### src/rtl/arty_led_pkg.sv
// Shared widths, button roles and controller states for the Arty LED/button demo.
package arty_led_pkg;

  localparam int LED_W = 4;
  localparam int BTN_W = 4;

  localparam int BTN_INC = 0;
  localparam int BTN_DEC = 1;
  localparam int BTN_CLR = 2;
  localparam int BTN_INV = 3;

  typedef enum logic [1:0] {
    BOOT_HOLD,
    BOOT_WAIT,
    RUN
  } state_t;

endpackage

### src/rtl/button_debounce.sv
// One push button: 2-FF synchronizer, stable-level debouncer and a single-cycle press pulse.
module button_debounce
  import arty_led_pkg::*;
#(
  parameter int DEBOUNCE_CYCLES = 1000
) (
  input  logic clk_sys,
  input  logic rst,
  input  logic btn_raw,
  output logic press
);

  localparam int CNT_W = (DEBOUNCE_CYCLES > 1) ? $clog2(DEBOUNCE_CYCLES) : 1;
  localparam logic [CNT_W-1:0] CNT_MAX = CNT_W'(DEBOUNCE_CYCLES - 1);

  logic             sync_p0;
  logic             sync_p1;
  logic             level;
  logic [CNT_W-1:0] stable_cnt;

  always_ff @(posedge clk_sys or posedge rst) begin
    if (rst) begin
      sync_p0    <= 1'b0;
      sync_p1    <= 1'b0;
      level      <= 1'b0;
      stable_cnt <= '0;
      press      <= 1'b0;
    end else begin
      sync_p0 <= btn_raw;
      sync_p1 <= sync_p0;
      press   <= 1'b0;
      // Any return to the accepted level restarts the stability window
      if (sync_p1 == level) begin
        stable_cnt <= '0;
      end else if (stable_cnt == CNT_MAX) begin
        level      <= sync_p1;
        stable_cnt <= '0;
        press      <= sync_p1;
      end else begin
        stable_cnt <= stable_cnt + 1'b1;
      end
    end
  end

endmodule

### src/rtl/arty_button_led_ctrl.sv
// Board top: boot phase with all LEDs lit, then a 4-bit up/down/clear/invert counter
// driven by debounced push buttons.
module arty_button_led_ctrl
  import arty_led_pkg::*;
#(
  parameter int BOOT_CYCLES     = 1000,
  parameter int DEBOUNCE_CYCLES = 1000
) (
  input  logic             sys_clock,
  input  logic             reset,
  input  logic             nTRST,
  input  logic             TDI,
  input  logic [BTN_W-1:0] push_buttons_4bits_tri_i,
  output logic [LED_W-1:0] led_4bits_tri_o
);

  localparam int BOOT_W = (BOOT_CYCLES > 1) ? $clog2(BOOT_CYCLES) : 1;
  localparam logic [BOOT_W-1:0] BOOT_MAX = BOOT_W'(BOOT_CYCLES - 1);

  logic              tdi_unused;
  logic [BTN_W-1:0]  press;
  logic              ntrst_p0;
  logic              ntrst_p1;
  state_t            state;
  logic [BOOT_W-1:0] boot_cnt;
  logic [LED_W-1:0]  count;
  logic              invert;
  logic [LED_W-1:0]  count_nxt;
  logic              invert_nxt;

  assign tdi_unused = TDI;

  for (genvar i = 0; i < BTN_W; i++) begin : g_btn
    button_debounce #(
      .DEBOUNCE_CYCLES(DEBOUNCE_CYCLES)
    ) u_debounce (
      .clk_sys(sys_clock),
      .rst    (reset),
      .btn_raw(push_buttons_4bits_tri_i[i]),
      .press  (press[i])
    );
  end

  // Clear overrides everything; increment beats decrement; invert is independent
  always_comb begin
    count_nxt  = count;
    invert_nxt = invert;
    if (press[BTN_CLR]) begin
      count_nxt  = '0;
      invert_nxt = 1'b0;
    end else begin
      if (press[BTN_INC]) begin
        count_nxt = count + 1'b1;
      end else if (press[BTN_DEC]) begin
        count_nxt = count - 1'b1;
      end
      if (press[BTN_INV]) begin
        invert_nxt = ~invert;
      end
    end
  end

  always_ff @(posedge sys_clock or posedge reset) begin
    if (reset) begin
      ntrst_p0        <= 1'b0;
      ntrst_p1        <= 1'b0;
      state           <= BOOT_HOLD;
      boot_cnt        <= '0;
      count           <= '0;
      invert          <= 1'b0;
      led_4bits_tri_o <= '1;
    end else begin
      ntrst_p0 <= nTRST;
      ntrst_p1 <= ntrst_p0;
      case (state)
        BOOT_HOLD: begin
          led_4bits_tri_o <= '1;
          count           <= '0;
          invert          <= 1'b0;
          boot_cnt        <= '0;
          if (ntrst_p1) begin
            state <= BOOT_WAIT;
          end
        end
        BOOT_WAIT: begin
          led_4bits_tri_o <= '1;
          if (!ntrst_p1) begin
            state <= BOOT_HOLD;
          end else if (boot_cnt == BOOT_MAX) begin
            state           <= RUN;
            led_4bits_tri_o <= count ^ {LED_W{invert}};
          end else begin
            boot_cnt <= boot_cnt + 1'b1;
          end
        end
        RUN: begin
          if (!ntrst_p1) begin
            state           <= BOOT_HOLD;
            led_4bits_tri_o <= '1;
            count           <= '0;
            invert          <= 1'b0;
          end else begin
            count           <= count_nxt;
            invert          <= invert_nxt;
            led_4bits_tri_o <= count_nxt ^ {LED_W{invert_nxt}};
          end
        end
        default: begin
          state           <= BOOT_HOLD;
          led_4bits_tri_o <= '1;
        end
      endcase
    end
  end

endmodule

### config.mk
export PLATFORM = sky130hd
export DESIGN_NAME = arty_button_led_ctrl
export DESIGN_NICKNAME = d
export VERILOG_FILES = /design/src/rtl/arty_led_pkg.sv /design/src/rtl/button_debounce.sv /design/src/rtl/arty_button_led_ctrl.sv
export SDC_FILE = /design/constraint.sdc
export NUM_CORES = 1
export LEC_CHECK = 0
export BUFFER_PORTS_ARGS = -buffer_cell sky130_fd_sc_hd__clkbuf_2
export CELL_PAD_IN_SITES_DETAIL_PLACEMENT = 0
export CELL_PAD_IN_SITES_GLOBAL_PLACEMENT = 2
export CORE_MARGIN = 3
export CORE_UTILIZATION = 40
export DETAILED_ROUTE_END_ITERATION = 8
export PLACE_DENSITY_LB_ADDON = 0.1
export SLEW_MARGIN = 20
export SYNTH_ARGS = -nofsm -noshare
export SYNTH_HDL_FRONTEND = slang
export SYNTH_HIERARCHICAL = 1
export SYNTH_SLANG_ARGS = --single-unit
### constraint.sdc
create_clock -name sys_clock -period 2.45 [get_ports sys_clock]
set_input_delay 0.3675 -clock sys_clock [delete_from_list [all_inputs] [get_ports sys_clock]]
set_output_delay 0.3675 -clock sys_clock [all_outputs]
set_load 0.1 [all_outputs]
==> summary.md, run 1 <==
| Metric | Value |
|---|---|
| Outcome | finished clean |
| Num rows | 36 |
| Die Wd | 107 um |
| Detailed-placement wirelength estimate | around 5000 um |
| Leading cell type in the layout, fill and taps excluded | dfrtp_1 |
| First-pass GRT wire length | roughly 13,000 um |
| Drt first-iter violations | 88 |
| Max cap viols | 0 |
| Setup Fix Bufs, Post-CTS | 0 |
| Share of the clock period used by the worst path | 79.4% |
| Most frequent cells in the layout | 75 x dfrtp_1, 62 x nor2_1, 28 x xnor2_1 |
| Initial Util | 41.2% |
| Yosys warns | 6 |
| Drt pass-1 iters | 4 |
| Worst VDD drop | roughly 570 uV |
| Syn_area_per_cell | 10.4 um2 |
| Vias in the first global route | between 2,000 and 3,000 |
| Antenna Cells | 0 |
| Fin. Hold Viols | 0 |
| Slew @ Worst Pin | 644 ps |
| Area grow syn2layout | 10.3% |
| Via density per instance | 5.00 |
| Reg2reg start | boot_cnt[0]$_DFFE_PP0P_ |
| TNS Setup | 0 ps |
| Main synth FF type | dfrtp_1 |
| Final Skew | between 8 and 9 ps |
| Synthesized flop and latch total | 79 |
| H-tree depth | 3 |
| Die ar. | 11,400 um2 |
| Residual DRC | 0 |
| Seq/Total Area, Yosys | approximately half |
| RePlAce Congestion | 0.760 |
| Final setup viols | 0 |
| Cell variety after synth | 51 |
| CP Max Fanout | 7 |
| Post-synth EDFFs | 0 |
| WS Path Type | flip-flop to flip-flop |
| Buffers added on ports | 10 |
| All-layer global routing usage | 13.8% |
| R2r setup slk | approximately 500 ps |
| Final core occ | between 40% and 50% |
| CP bufs+invs | 0 |
| Max-slew violations | 0 |
| Slew headroom | between 50 and 60% |
| Vias | around 2,700 |
| Required @ worst endpoint | 2710 ps |
| Largest area contributor in the netlist | dfrtp_1 |
| I/O Pins | 12 |
| GRT overflow | 0 |
| Core area | 9820 um2 |
| Top-area cell type share of the netlist area | between 40% and 50% |
| Final nets | 428 |
| WP data arrival | 2200 ps |
| Worst setup SP type | flip-flop |
| Syn nets | 408 |
| Clock Root Buffer | clkbuf_8 |
| Period minus WS final | a little under 2000 ps |
| Post-Syn Area | 4050 um2 |
| Reg2reg path depth | 5 |
| Critical Path Sink Type | flip-flop |
| CP Cell Sequence | ha_1 -> nand2_1 -> or4_1 -> o31ai_1 -> o311ai_1 |
| Reg2Reg Capture Point | led_4bits_tri_o[1]$_DFF_PP1_ |
| Overall power | 3080 uW |
| Crit path max-delay family | simple AND/OR/NAND/NOR gates |
| Pwr dens | between 600 and 700 nW/um2 |
| Cell count after synthesis | 390 |
| Lkg Pwr | 0.00184 uW |
| Worst-path clk slew | about 80 ps |
| CTS tree | built |
| Fmax | 0.514 GHz |
| Worst path max stage delay | about 650 ps |
| Slowest-stage cell, CP | or4_1 |
| Largest cells by area after synthesis | dfrtp_1 46%, xnor2_1 6.1%, nor2_1 5.8% |
| Routed len/inst | 12.8 um |
| Layout cells sized above 1 | a little under a fifth |
| Antenna violations before repair | 0 |
| Number of gates resized after cts | 0 |
| RSZ-0062 raised after global routing | false |
| Die Ht | approximately 110 um |
| Clk buf depth | 2 |
| Largest net degree at the start of global routing | 24 |
| # hold bufs at CTS | 0 |
| Clk_lat worst skew | 350 ps |
| Ys async rst share | between 90% and 100% |
| CTS Buf Count | 9 |
| Drt total wl | 7010 um |
| CTS sink cnt | 79 |
| Post-route ant nets | 0 |
| Min-delay worst type | primary input to async pin |
-- how the worst max path moves through the flow --
stage / from / end / slack (ps) / depth (start not counted)
6_report: boot_cnt[0]$_DFFE_PP0P_ / led_4bits_tri_o[1]$_DFF_PP1_ / 500 / 5
5_1_grt: boot_cnt[0]$_DFFE_PP0P_ / led_4bits_tri_o[1]$_DFF_PP1_ / 400 / 5
4_1_cts: boot_cnt[0]$_DFFE_PP0P_ / led_4bits_tri_o[1]$_DFF_PP1_ / 520 / 5
3_5_place_dp: boot_cnt[0]$_DFFE_PP0P_ / led_4bits_tri_o[1]$_DFF_PP1_ / 540 / 5
3_3_place_gp: boot_cnt[0]$_DFFE_PP0P_ / led_4bits_tri_o[2]$_DFF_PP1_ / 580 / 5
2_1_floorplan: boot_cnt[0]$_DFFE_PP0P_ / led_4bits_tri_o[1]$_DFF_PP1_ / 750 / 6
-- layer usage --
| metal | global-route usage [%] | routed length (um) |
|---|---|---|
| met1 | 18.5 | 3590 |
| met2 | 21.2 | 3120 |
| met3 | 4.01 | 186 |
| met4 | 4.93 | 112 |
| met5 | 0 | 0 |
-- layout make-up --
cell class / instances / area (um2)
clock inverters: 5 / 57.6
clock buffers: 11 / 141
repair buffers: 13 / 72.6
flip-flops and latches: 79 / 1980
multi-input cells: 287 / 1970
inverters: 20 / 75.1
well taps: 133 / 166
fillers: 986 / 5360
-- synth_stat cells (all sizes together) (5+ instances only) --
cell    number
dfrtp       75
nor2        70
nand3       28
xnor2       28
nand2       21
inv         20
a21oi       15
xor2        12
nand2b      11
o21ai       11
ha          10
nand4        8
o221a        8
nor3         7
nor4         6
o31ai        6
and3b        5
-- state kept, by name (all words and copies together), names as in the netlist, 2 cells and up --
signal / cells
g_btn.u_debounce/level: 4
count: 4
led_4bits_tri_o: 4
g_btn.u_debounce/stable_cnt: 40
g_btn.u_debounce/sync_p1: 4
g_btn.u_debounce/sync_p0: 4
state: 2
g_btn.u_debounce/press: 4
boot_cnt: 10
-- kinds of logic after synthesis --
kind of cell             after synthesis  synth area share, %
AO/OA/AOI/OAI                         64                 11.4
XOR/XNOR                              40                 8.66
adder cells (fa/ha/maj)               10                 3.09
buffers and inverters                 24                 2.38
flip-flops                            79                 49.0
multiplexers                           6                 1.61
AND/OR/NAND/NOR                      167                 23.8
-- per-stage QoR --
step	setup slack (ps)	area, um2	hold slack (ps)	instances
floorplan	751	4050	257	390
global placement	583	4260	332	532
detailed placement	545	4260	336	532
CTS	517	4460	90.5	548
global route	396	4460	84.8	548
finish	504	4460	100	548
-- report_power, final --
| part | internal [uW] | leakage (uW) | total (uW) | switching, uW |
|---|---|---|---|---|
| clock | 497 | 0.0000916 | 960 | 463 |
| sequential | 1410 | 0.00105 | 1480 | 65.6 |
| combinational | 152 | 0.000692 | 647 | 495 |
| total | 2060 | 0.00184 | 3080 | 1020 |
No activity file was read; power rests on OpenSTA's default activity.
==> run 2: changes to the inputs <==
- CORE_UTILIZATION: 40 -> 37
- clock period: 2.45 -> 1.7 ns (I/O delays scaled with it)
==> run 2 against run 1 <==
Core utilization is 0.21 points lower; the flow now finishes with violations (hold timing); cell area increased by 6.1%; combinational power grew 78%; sequential power is 42% higher; routed wire length rose by 7.3%.
==> summary.md, run 2 (synthesis gave the netlist of run 1 again) <==
| Metric | Value |
|---|---|
| Share of the clock period used by the worst path | around 100% |
| Critical Path Sink Type | flip-flop |
| Vias | ~2,800 |
| Clock Root Buffer | clkbuf_8 |
| TNS Setup | 0 ps |
| Worst setup SP type | flip-flop |
| Final Skew | between 8 and 9 ps |
| WP data arrival | 1910 ps |
| Min-delay worst type | primary input to async pin |
| Overall power | approximately 4500 uW |
| Lkg Pwr | 0.00200 uW |
| Final nets | 459 |
| Violated checks | hold timing |
| CTS sink cnt | 79 |
| Die Ht | approximately 110 um |
| Num rows | 37 |
| CTS tree | built |
| Reg with most FFs | g_btn.u_debounce/stable_cnt |
| CP Max Fanout | 7 |
| WHS | -11.8 ps |
| Pwr dens | 953 nW/um2 |
| Antenna Cells | 0 |
| Die ar. | about 12,000 um2 |
| Clk buf depth | 2 |
| WS Path Type | flip-flop to flip-flop |
| Layout cells sized above 1 | 24.7% |
| RePlAce Congestion | 0.759 |
| Inst Count DP | between 500 and 600 |
| Routed len/inst | 12.9 um |
| GRT overflow | 0 |
| Drt pass-1 iters | 4 |
| Antenna violations before repair | 0 |
| Post-route ant nets | 0 |
| Final core occ | a little under half |
| Biggest regs | g_btn.u_debounce/stable_cnt x40, boot_cnt x10 |
| Required @ worst endpoint | just under 2000 ps |
| RSZ-0062 raised after global routing | true |
| H-tree depth | 3 |
| Leading cell type in the layout, fill and taps excluded | dfrtp_1 |
| Worst-path clk slew | roughly 80 ps |
| Reg2reg path depth | 5 |
| All-layer global routing usage | 13.3% |
| Core area | 10,500 um2 |
| Buffers added on ports | 10 |
| Max cap viols | 0 |
| CTS Buf Count | 9 |
| Most frequent cells in the layout | 75 x dfrtp_1, 62 x nor2_1, 30 x buf_4 |
| Reg2reg start | boot_cnt[1]$_DFFE_PP0P_ |
| Residual DRC | 0 |
| Final setup viols | 0 |
| Final std cells w/o fill | 582 |
| Worst VDD drop | about 1000 uV |
| Die Wd | 111 um |
| I/O Pins | 12 |
| Period minus WS final | 1650 ps |
| Fin. Hold Viols | 39 |
| Slew @ Worst Pin | between 500 and 600 ps |
| Area grow syn2layout | 17.0% |
| Setup Fix Bufs, Post-CTS | 0 |
| Drt first-iter violations | 97 |
| Slew headroom | a little under two thirds |
| Worst Setup SP | boot_cnt[1]$_DFFE_PP0P_ |
| Fmax | 0.605 GHz |
| Via density per instance | 4.89 |
| Largest net degree at the start of global routing | 24 |
| Initial Util | 38.7% |
| Drt total wl | 7520 um |
| Outcome | complete, but fails checks |
| Vias in the first global route | 2,847 |
| First-pass GRT wire length | 13,600 um |
| Detailed-placement wirelength estimate | 5370 um |
| Clk_lat worst skew | 350 ps |
| Max FFs per register | 40 |
| Max-slew violations | 0 |
[run 2: changes by cell type in the layout (fill, tap and decap cells not counted), sizes merged]
cell / previous run / this run
buf: 3 / 30
bufinv: 1 / 0
dlygate4sd3: 0 / 4
clkinvlp: 3 / 0
clkbuf: 21 / 25
[run 2: what timing repair did]
item                                   CTS  global route
setup endpoints to repair                4             5
pin swaps                                0             3
resized for setup                        1             9
endpoints found under the hold margin    4             0
hold buffers                             4             0
[run 2: report_power, final]
group	switching [uW]	internal (uW)	leakage (uW)	total [uW]
clock network	643	612	0.0000877	1260
logic	787	361	0.000856	1150
registers	70.4	2030	0.00105	2100
[run 2: path summary, 6_finish.rpt]
| path | to | slack (ps) |
|---|---|---|
| setup / recovery | led_4bits_tri_o[1]$_DFF_PP1_ | 50 |
| hold / removal | g_btn[0].u_debounce/press$_DFF_PP0_ | -10 |
| setup reg to reg | led_4bits_tri_o[1]$_DFF_PP1_ | 50 |
| hold reg to reg | g_btn[0].u_debounce/sync_p1$_DFF_PP0_ | 350 |
| max in group asynchronous | g_btn[1].u_debounce/stable_cnt[2]$_DFF_PP0_ | 1340 |
| min in group sys_clock | ntrst_p0$_DFF_PP0_ | 20 |
[run 2: metal layers]
layer / wire length, um / track usage (%) / vias to the layer above
li1: - / - / 1464
met1: 3960 / 19.0 / 1348
met2: 3290 / 20.0 / 28
met3: 216 / 3.18 / 4
met4: 60 / 4.19 / 0
met5: 0 / 0 / -
[run 2: critical path, stage by stage, from the launching register on]
cell and delay (ps):
dfrtp_1 360, ha_2 190, nand2_2 50, or4_4 580, o31ai_2 260, o311ai_1 120
[run 2: stage by stage]
| step | instance area [um2] | setup WS [ps] |
|---|---|---|
| final | 4730 | 46.4 |
| after CTS | 4680 | 36.3 |
| after global placement | 4470 | -33.3 |
| after detailed placement | 4470 | -50.9 |
| after global routing | 4730 | -28.9 |
| after floorplan | 4050 | 1.18 |
[run 2: final cells by class]
cell class	instances	area, um2
clock buffers	15	166
repair buffers	44	315
well taps	136	170
inverters	20	75.1
fillers	1028	5730
clock inverters	1	5.00
flip-flops and latches	79	1980
multi-input cells	287	2020
